## src/rtl/spi_controller_if.sv

```systemverilog
// Bundle of the host handshake and SPI pins of spi_controller.
// master: the controller itself; slave: the host/target side.
interface spi_controller_if #(
    parameter int WORD_W = 16
);
    logic              start;
    logic [WORD_W-1:0] tx_data;
    logic              busy;
    logic              done;
    logic [WORD_W-1:0] rx_data;
    logic              sclk;
    logic              cs_n;
    logic              mosi;
    logic              miso;

    modport master (
        input  start, tx_data, miso,
        output busy, done, rx_data, sclk, cs_n, mosi
    );

    modport slave (
        output start, tx_data, miso,
        input  busy, done, rx_data, sclk, cs_n, mosi
    );
endinterface

```

## src/rtl/spi_controller.sv

```systemverilog
// SPI mode-0 controller: one full-duplex MSB-first frame per start.
// SCLK half-period is CLK_DIV system clocks; all outputs registered.
module spi_controller #(
    parameter int WORD_W  = 16,
    parameter int CLK_DIV = 4
) (
    input  logic              clk,
    input  logic              reset,
    spi_controller_if.master  bus
);
    localparam int HW = (CLK_DIV > 1) ? $clog2(CLK_DIV) : 1;
    localparam int BW = $clog2(WORD_W);
    localparam logic [HW-1:0] HMAX = HW'(CLK_DIV - 1);
    localparam logic [BW-1:0] BMAX = BW'(WORD_W - 1);

    typedef enum logic [2:0] {
        IDLE,
        SETUP,
        XFER,
        HOLD,
        GAP
    } state_t;

    state_t            state, state_d;
    logic [HW-1:0]     hcnt, hcnt_d;
    logic [BW-1:0]     bcnt, bcnt_d;
    logic [WORD_W-1:0] tx_sh, tx_sh_d;
    logic [WORD_W-1:0] rx_sh, rx_sh_d;
    logic [WORD_W-1:0] rx_q, rx_d;
    logic              sclk_q, sclk_d;
    logic              cs_q, cs_d;
    logic              mosi_q, mosi_d;
    logic              busy_q, busy_d;
    logic              done_q, done_d;
    logic              half_end;

    assign half_end    = (hcnt == HMAX);

    assign bus.sclk    = sclk_q;
    assign bus.cs_n    = cs_q;
    assign bus.mosi    = mosi_q;
    assign bus.busy    = busy_q;
    assign bus.done    = done_q;
    assign bus.rx_data = rx_q;

    // State and output registers; reset aborts any frame at once.
    always_ff @(posedge clk or posedge reset) begin
        if (reset) begin
            state  <= IDLE;
            hcnt   <= '0;
            bcnt   <= '0;
            tx_sh  <= '0;
            rx_sh  <= '0;
            rx_q   <= '0;
            sclk_q <= 1'b0;
            cs_q   <= 1'b1;
            mosi_q <= 1'b0;
            busy_q <= 1'b0;
            done_q <= 1'b0;
        end else begin
            state  <= state_d;
            hcnt   <= hcnt_d;
            bcnt   <= bcnt_d;
            tx_sh  <= tx_sh_d;
            rx_sh  <= rx_sh_d;
            rx_q   <= rx_d;
            sclk_q <= sclk_d;
            cs_q   <= cs_d;
            mosi_q <= mosi_d;
            busy_q <= busy_d;
            done_q <= done_d;
        end
    end

    // Frame sequencing: next state, counters, shifters and pin values.
    always_comb begin
        state_d = state;
        hcnt_d  = hcnt;
        bcnt_d  = bcnt;
        tx_sh_d = tx_sh;
        rx_sh_d = rx_sh;
        rx_d    = rx_q;
        sclk_d  = sclk_q;
        cs_d    = cs_q;
        mosi_d  = mosi_q;
        busy_d  = busy_q;
        done_d  = 1'b0;
        unique case (state)
            IDLE: begin
                if (bus.start) begin
                    tx_sh_d = bus.tx_data;
                    mosi_d  = bus.tx_data[WORD_W-1];
                    cs_d    = 1'b0;
                    busy_d  = 1'b1;
                    hcnt_d  = '0;
                    bcnt_d  = '0;
                    state_d = SETUP;
                end
            end
            SETUP: begin
                if (half_end) begin
                    hcnt_d  = '0;
                    sclk_d  = 1'b1;
                    state_d = XFER;
                end else begin
                    hcnt_d = hcnt + 1'b1;
                end
            end
            XFER: begin
                if (!half_end) begin
                    hcnt_d = hcnt + 1'b1;
                end else if (!sclk_q) begin
                    hcnt_d = '0;
                    sclk_d = 1'b1;
                end else begin
                    // Falling edge: late-sample miso, then present next bit.
                    hcnt_d  = '0;
                    sclk_d  = 1'b0;
                    rx_sh_d = {rx_sh[WORD_W-2:0], bus.miso};
                    if (bcnt == BMAX) begin
                        mosi_d  = 1'b0;
                        bcnt_d  = '0;
                        state_d = HOLD;
                    end else begin
                        bcnt_d  = bcnt + 1'b1;
                        tx_sh_d = {tx_sh[WORD_W-2:0], 1'b0};
                        mosi_d  = tx_sh[WORD_W-2];
                    end
                end
            end
            HOLD: begin
                if (half_end) begin
                    hcnt_d  = '0;
                    cs_d    = 1'b1;
                    done_d  = 1'b1;
                    rx_d    = rx_sh;
                    state_d = GAP;
                end else begin
                    hcnt_d = hcnt + 1'b1;
                end
            end
            GAP: begin
                if (half_end) begin
                    hcnt_d  = '0;
                    busy_d  = 1'b0;
                    state_d = IDLE;
                end else begin
                    hcnt_d = hcnt + 1'b1;
                end
            end
            default: begin
                state_d = IDLE;
            end
        endcase
    end
endmodule

```

## src/flat_wrapper.sv

```systemverilog
// flat-port wrapper written by rule: the top's interface ports become plain ports
module spi_controller_flat 
#(
    parameter int WORD_W  = 16,
    parameter int CLK_DIV = 4
)
  (clk, reset, bus_start, bus_tx_data, bus_miso, bus_busy, bus_done, bus_rx_data, bus_sclk, bus_cs_n, bus_mosi);
  spi_controller_if #(.WORD_W(WORD_W)) bus_i ();
  input  logic clk;
  input  logic reset;
  input wire logic [$bits(bus_i.start)-1:0] bus_start;
  input wire logic [$bits(bus_i.tx_data)-1:0] bus_tx_data;
  input wire logic [$bits(bus_i.miso)-1:0] bus_miso;
  output wire logic [$bits(bus_i.busy)-1:0] bus_busy;
  output wire logic [$bits(bus_i.done)-1:0] bus_done;
  output wire logic [$bits(bus_i.rx_data)-1:0] bus_rx_data;
  output wire logic [$bits(bus_i.sclk)-1:0] bus_sclk;
  output wire logic [$bits(bus_i.cs_n)-1:0] bus_cs_n;
  output wire logic [$bits(bus_i.mosi)-1:0] bus_mosi;
  assign bus_i.start = bus_start;
  assign bus_i.tx_data = bus_tx_data;
  assign bus_i.miso = bus_miso;
  assign bus_busy = bus_i.busy;
  assign bus_done = bus_i.done;
  assign bus_rx_data = bus_i.rx_data;
  assign bus_sclk = bus_i.sclk;
  assign bus_cs_n = bus_i.cs_n;
  assign bus_mosi = bus_i.mosi;
  spi_controller #(.WORD_W(WORD_W), .CLK_DIV(CLK_DIV)) u_core (.clk(clk), .reset(reset), .bus(bus_i));
endmodule
```

## config.mk

```make
export PLATFORM = sky130hd
export DESIGN_NAME = spi_controller_flat
export DESIGN_NICKNAME = d
export VERILOG_FILES = /design/src/rtl/spi_controller_if.sv /design/src/rtl/spi_controller.sv /design/src/flat_wrapper.sv
export SDC_FILE = /design/constraint.sdc
export NUM_CORES = 1
export LEC_CHECK = 0
export CAP_MARGIN = 20
export CELL_PAD_IN_SITES_DETAIL_PLACEMENT = 1
export CELL_PAD_IN_SITES_GLOBAL_PLACEMENT = 1
export CORE_ASPECT_RATIO = 0.75
export CORE_MARGIN = 2
export CORE_UTILIZATION = 35
export CTS_BUF_LIST = sky130_fd_sc_hd__clkbuf_8
export CTS_CLUSTER_DIAMETER = 30
export DETAILED_ROUTE_END_ITERATION = 8
export DONT_BUFFER_PORTS = 1
export PLACE_DENSITY = 0.58
export SYNTH_ARGS = -nofsm -noshare
export SYNTH_HDL_FRONTEND = slang
export SYNTH_SLANG_ARGS = --single-unit
```

## constraint.sdc

```tcl
create_clock -name clk -period 2.1 [get_ports clk]
set_input_delay 0.315 -clock clk [delete_from_list [all_inputs] [get_ports clk]]
set_output_delay 0.315 -clock clk [all_outputs]
set_load 0.005 [all_outputs]
```

==> results.toml <==
[run_status]
status = "finished, final reports clean"

[drt]
vias = 1731
viasPerCell = 4.932
wl_per_cell_um = 15.53
first_pass_iters = 4
drc = 0
wl_um = 5452
ant_nets = 0
drt_iter0_markers = 71

[sta]
skew_ns = 0.008564
relSlewSlack = 0.7686
fin_crit_sh = 0.8910
tightest_slew_ns = 0.3471
slew_violations = 0
fin_crit_ns = 1.871
tns_ns = 0
rsz0062_at_grt = "false"
finalHoldViolations = 0
fmax_mhz = 534.5
setup_viol = 0

[floorplan]
die_w_um = 105.8
num_rows = 27
chipHeight_um = 80.37
initial_core_util = 0.3662
core_mm2 = 0.007432
dieArea_mm2 = 0.008504
num_io_pins = 41

[critical_path]
crit_type = "reg2reg"
cp-start-kind = "flop"
cp.required_ns = 2.32
worstPathMaxFanout = 12
crit_arrival_ns = 2.09
setup.worst_path.end_class = "flop"

[synthesis]
synth_flop_cell = "dfrtp_1"
seq_area_frac_synth = 0.5614
synth-edff-count = 0
yosys.area.top_type = "dfrtp_1"
synth-warning-count = 0
syn_area_per_cell_um2 = 11.73
synthTopCellsByCount = "dfrtp_1 (60), nand2_1 (51), mux2_2 (47)"
synth.cell_area_mm2 = 0.002721
async_flop_share = 1.000
synth_cells = 232
synth.ff_latch_count = 61
netlist_top_cells_area = "dfrtp_1 (55%), mux2_2 (19%), nand2_1 (7.0%)"
post-synth-top-count-cell = "dfrtp_1"
synth_top_area_share = 0.5517
synth_nets = 255
ys_types = 37

[final_layout]
drive_gt1_frac = 0.3160
syn_to_final_growth_pct = 12.60
utilization = 0.4123
diodes = 0
fillers = 825
nNetsFinal = 268

[pwr]
ir_drop_mv = 0.3242
p_leak_nw = 1.530
power.density_mw_per_mm2 = 684.8

[clock_tree]
clkSlewWorstSetupHoldPaths_ns = 0.07
tritoncts = "done"
numCtsBuffers = 9
root_buffer = "clkbuf_8"
htree_levels = 3
clock-sinks = 61
clock_latency_ns = 0.33
clk_path_buf_depth = 2
post-cts-setup-buffers = 0

[global_route]
grt.total_usage = 0.1417
grt_pass1_wl_um = 9142
antenna_found_initial = 0
grt_overflow = 0
grt_max_degree = 62
grt_pass1_vias = 1820

[worst_hold_path]
worstHoldPathType = "in2reg"

[flow_run]
maxCapViolations = 0

[place]
hpwlAfterDp_um = 3820
portBuffers = 0
gp_congestion = 0.7267
[final timing paths]
path                                              from                            endpoint  slack (ns)  cells after the start
min                                           bus_miso         u_core.rx_sh[0]$_DFFE_PP0P_        0.13                      1
max                        u_core.state[1]$_DFFE_PP0P_         u_core.tx_sh[5]$_DFFE_PP0P_        0.23                      5
min in group asynchronous                        reset  u_core.bus.rx_data[13]$_DFFE_PP0P_        0.47                      3
max reg2reg                u_core.state[1]$_DFFE_PP0P_         u_core.tx_sh[5]$_DFFE_PP0P_        0.23                      5
min reg2reg                u_core.tx_sh[3]$_DFFE_PP0P_         u_core.tx_sh[3]$_DFFE_PP0P_        0.51                      1
max in group asynchronous                        reset         u_core.tx_sh[2]$_DFFE_PP0P_        1.31                      3
[metal layers]
metal  vias to the layer above  GRT usage  routed length, um
met5                         -          0                  0
met4                         0    0.05132                 73
met3                         8    0.05925                295
met2                        33     0.2032               2312
met1                       870     0.1917               2771
li1                        820          -                  -
[sequential cells by signal, summed over array words and instances, names as in the netlist]
signal / flops
u_core.bus.rx_data: 16
u_core.rx_sh: 16
u_core.tx_sh: 15
u_core.bcnt: 4
u_core.state: 3
u_core.hcnt: 2
u_core.bus.busy: 1
u_core.bus.cs_n: 1
u_core.bus.done: 1
u_core.bus.mosi: 1
u_core.bus.sclk: 1
[area by class of cell]
| type | count | area [um2] | share of cell area |
|---|---|---|---|
| clock inverters | 7 | 45.04 | 0.01470 |
| clock buffers | 9 | 123.9 | 0.04042 |
| inverters | 4 | 15.01 | 0.004900 |
| multi-input cells | 157 | 1121 | 0.3659 |
| well taps | 101 | 126.4 | 0.04124 |
| flip-flops and latches | 61 | 1528 | 0.4986 |
| repair buffers | 12 | 105.1 | 0.03430 |
[layout by cell type (no fill, tap or decap), types with 3 or more instances in the layout]
cell | synthesis | routed
nand2_1 | 51 | 51
inv_1 | 4 | 5
a21oi_1 | 5 | 5
dfrtp_1 | 60 | 60
buf_4 | 2 | 10
ha_1 | 3 | 3
nor2b_1 | 4 | 4
mux2_2 | 47 | 47
nor2_1 | 7 | 7
clkbuf_8 | 0 | 9
o21ai_0 | 9 | 9
[worst max-delay path: stages, from the launching register on]
cell	delay, ns
dfrtp_1	0.42
nor2b_1	0.27
o21ai_1	0.17
a21oi_2	0.26
buf_4	0.27
mux2_2	0.35
[timing repair]
action | in CTS | in global routing
hold endpoints to repair | 60 | 0
setup endpoints to repair | 0 | 0
hold buffers | 1 | 0
gates resized for setup | 0 | 0
[cell families (layout without fill, tap and decap cells)]
kind of cell,count (synthesis),in the layout,share of synthesized area
simple gates,80,80,0.1393
flops,61,61,0.5614
mux,48,48,0.1982
compound gates,24,24,0.05426
buf+inv,14,32,0.02666
fa+ha+maj,3,3,0.01379
xor+xnor,2,2,0.006438
[stage by stage]
step                instance area, um2  instances  hold slack, ns  worst slack, ns  power [mW]
floorplan                         2721        232          0.4521           0.2736       1.231
global placement                  2885        334          0.2965           0.3110       1.246
detailed placement                2885        334          0.2954           0.2353       1.247
CTS                               3064        351          0.1023           0.2085       2.151
global route                      3064        351          0.1016           0.1109       2.197
finish                            3064        351          0.1263           0.2289       2.098
[report_power, final]
part | total [mW] | internal (mW) | leakage (nW) | switching [mW]
registers | 1.19 | 1.18 | 0.797 | 0.00521
clock network | 0.875 | 0.420 | 0.0878 | 0.455
logic | 0.0363 | 0.0112 | 0.644 | 0.0251
total | 2.10 | 1.61 | 1.53 | 0.485
(Power assumes the default switching activity.)
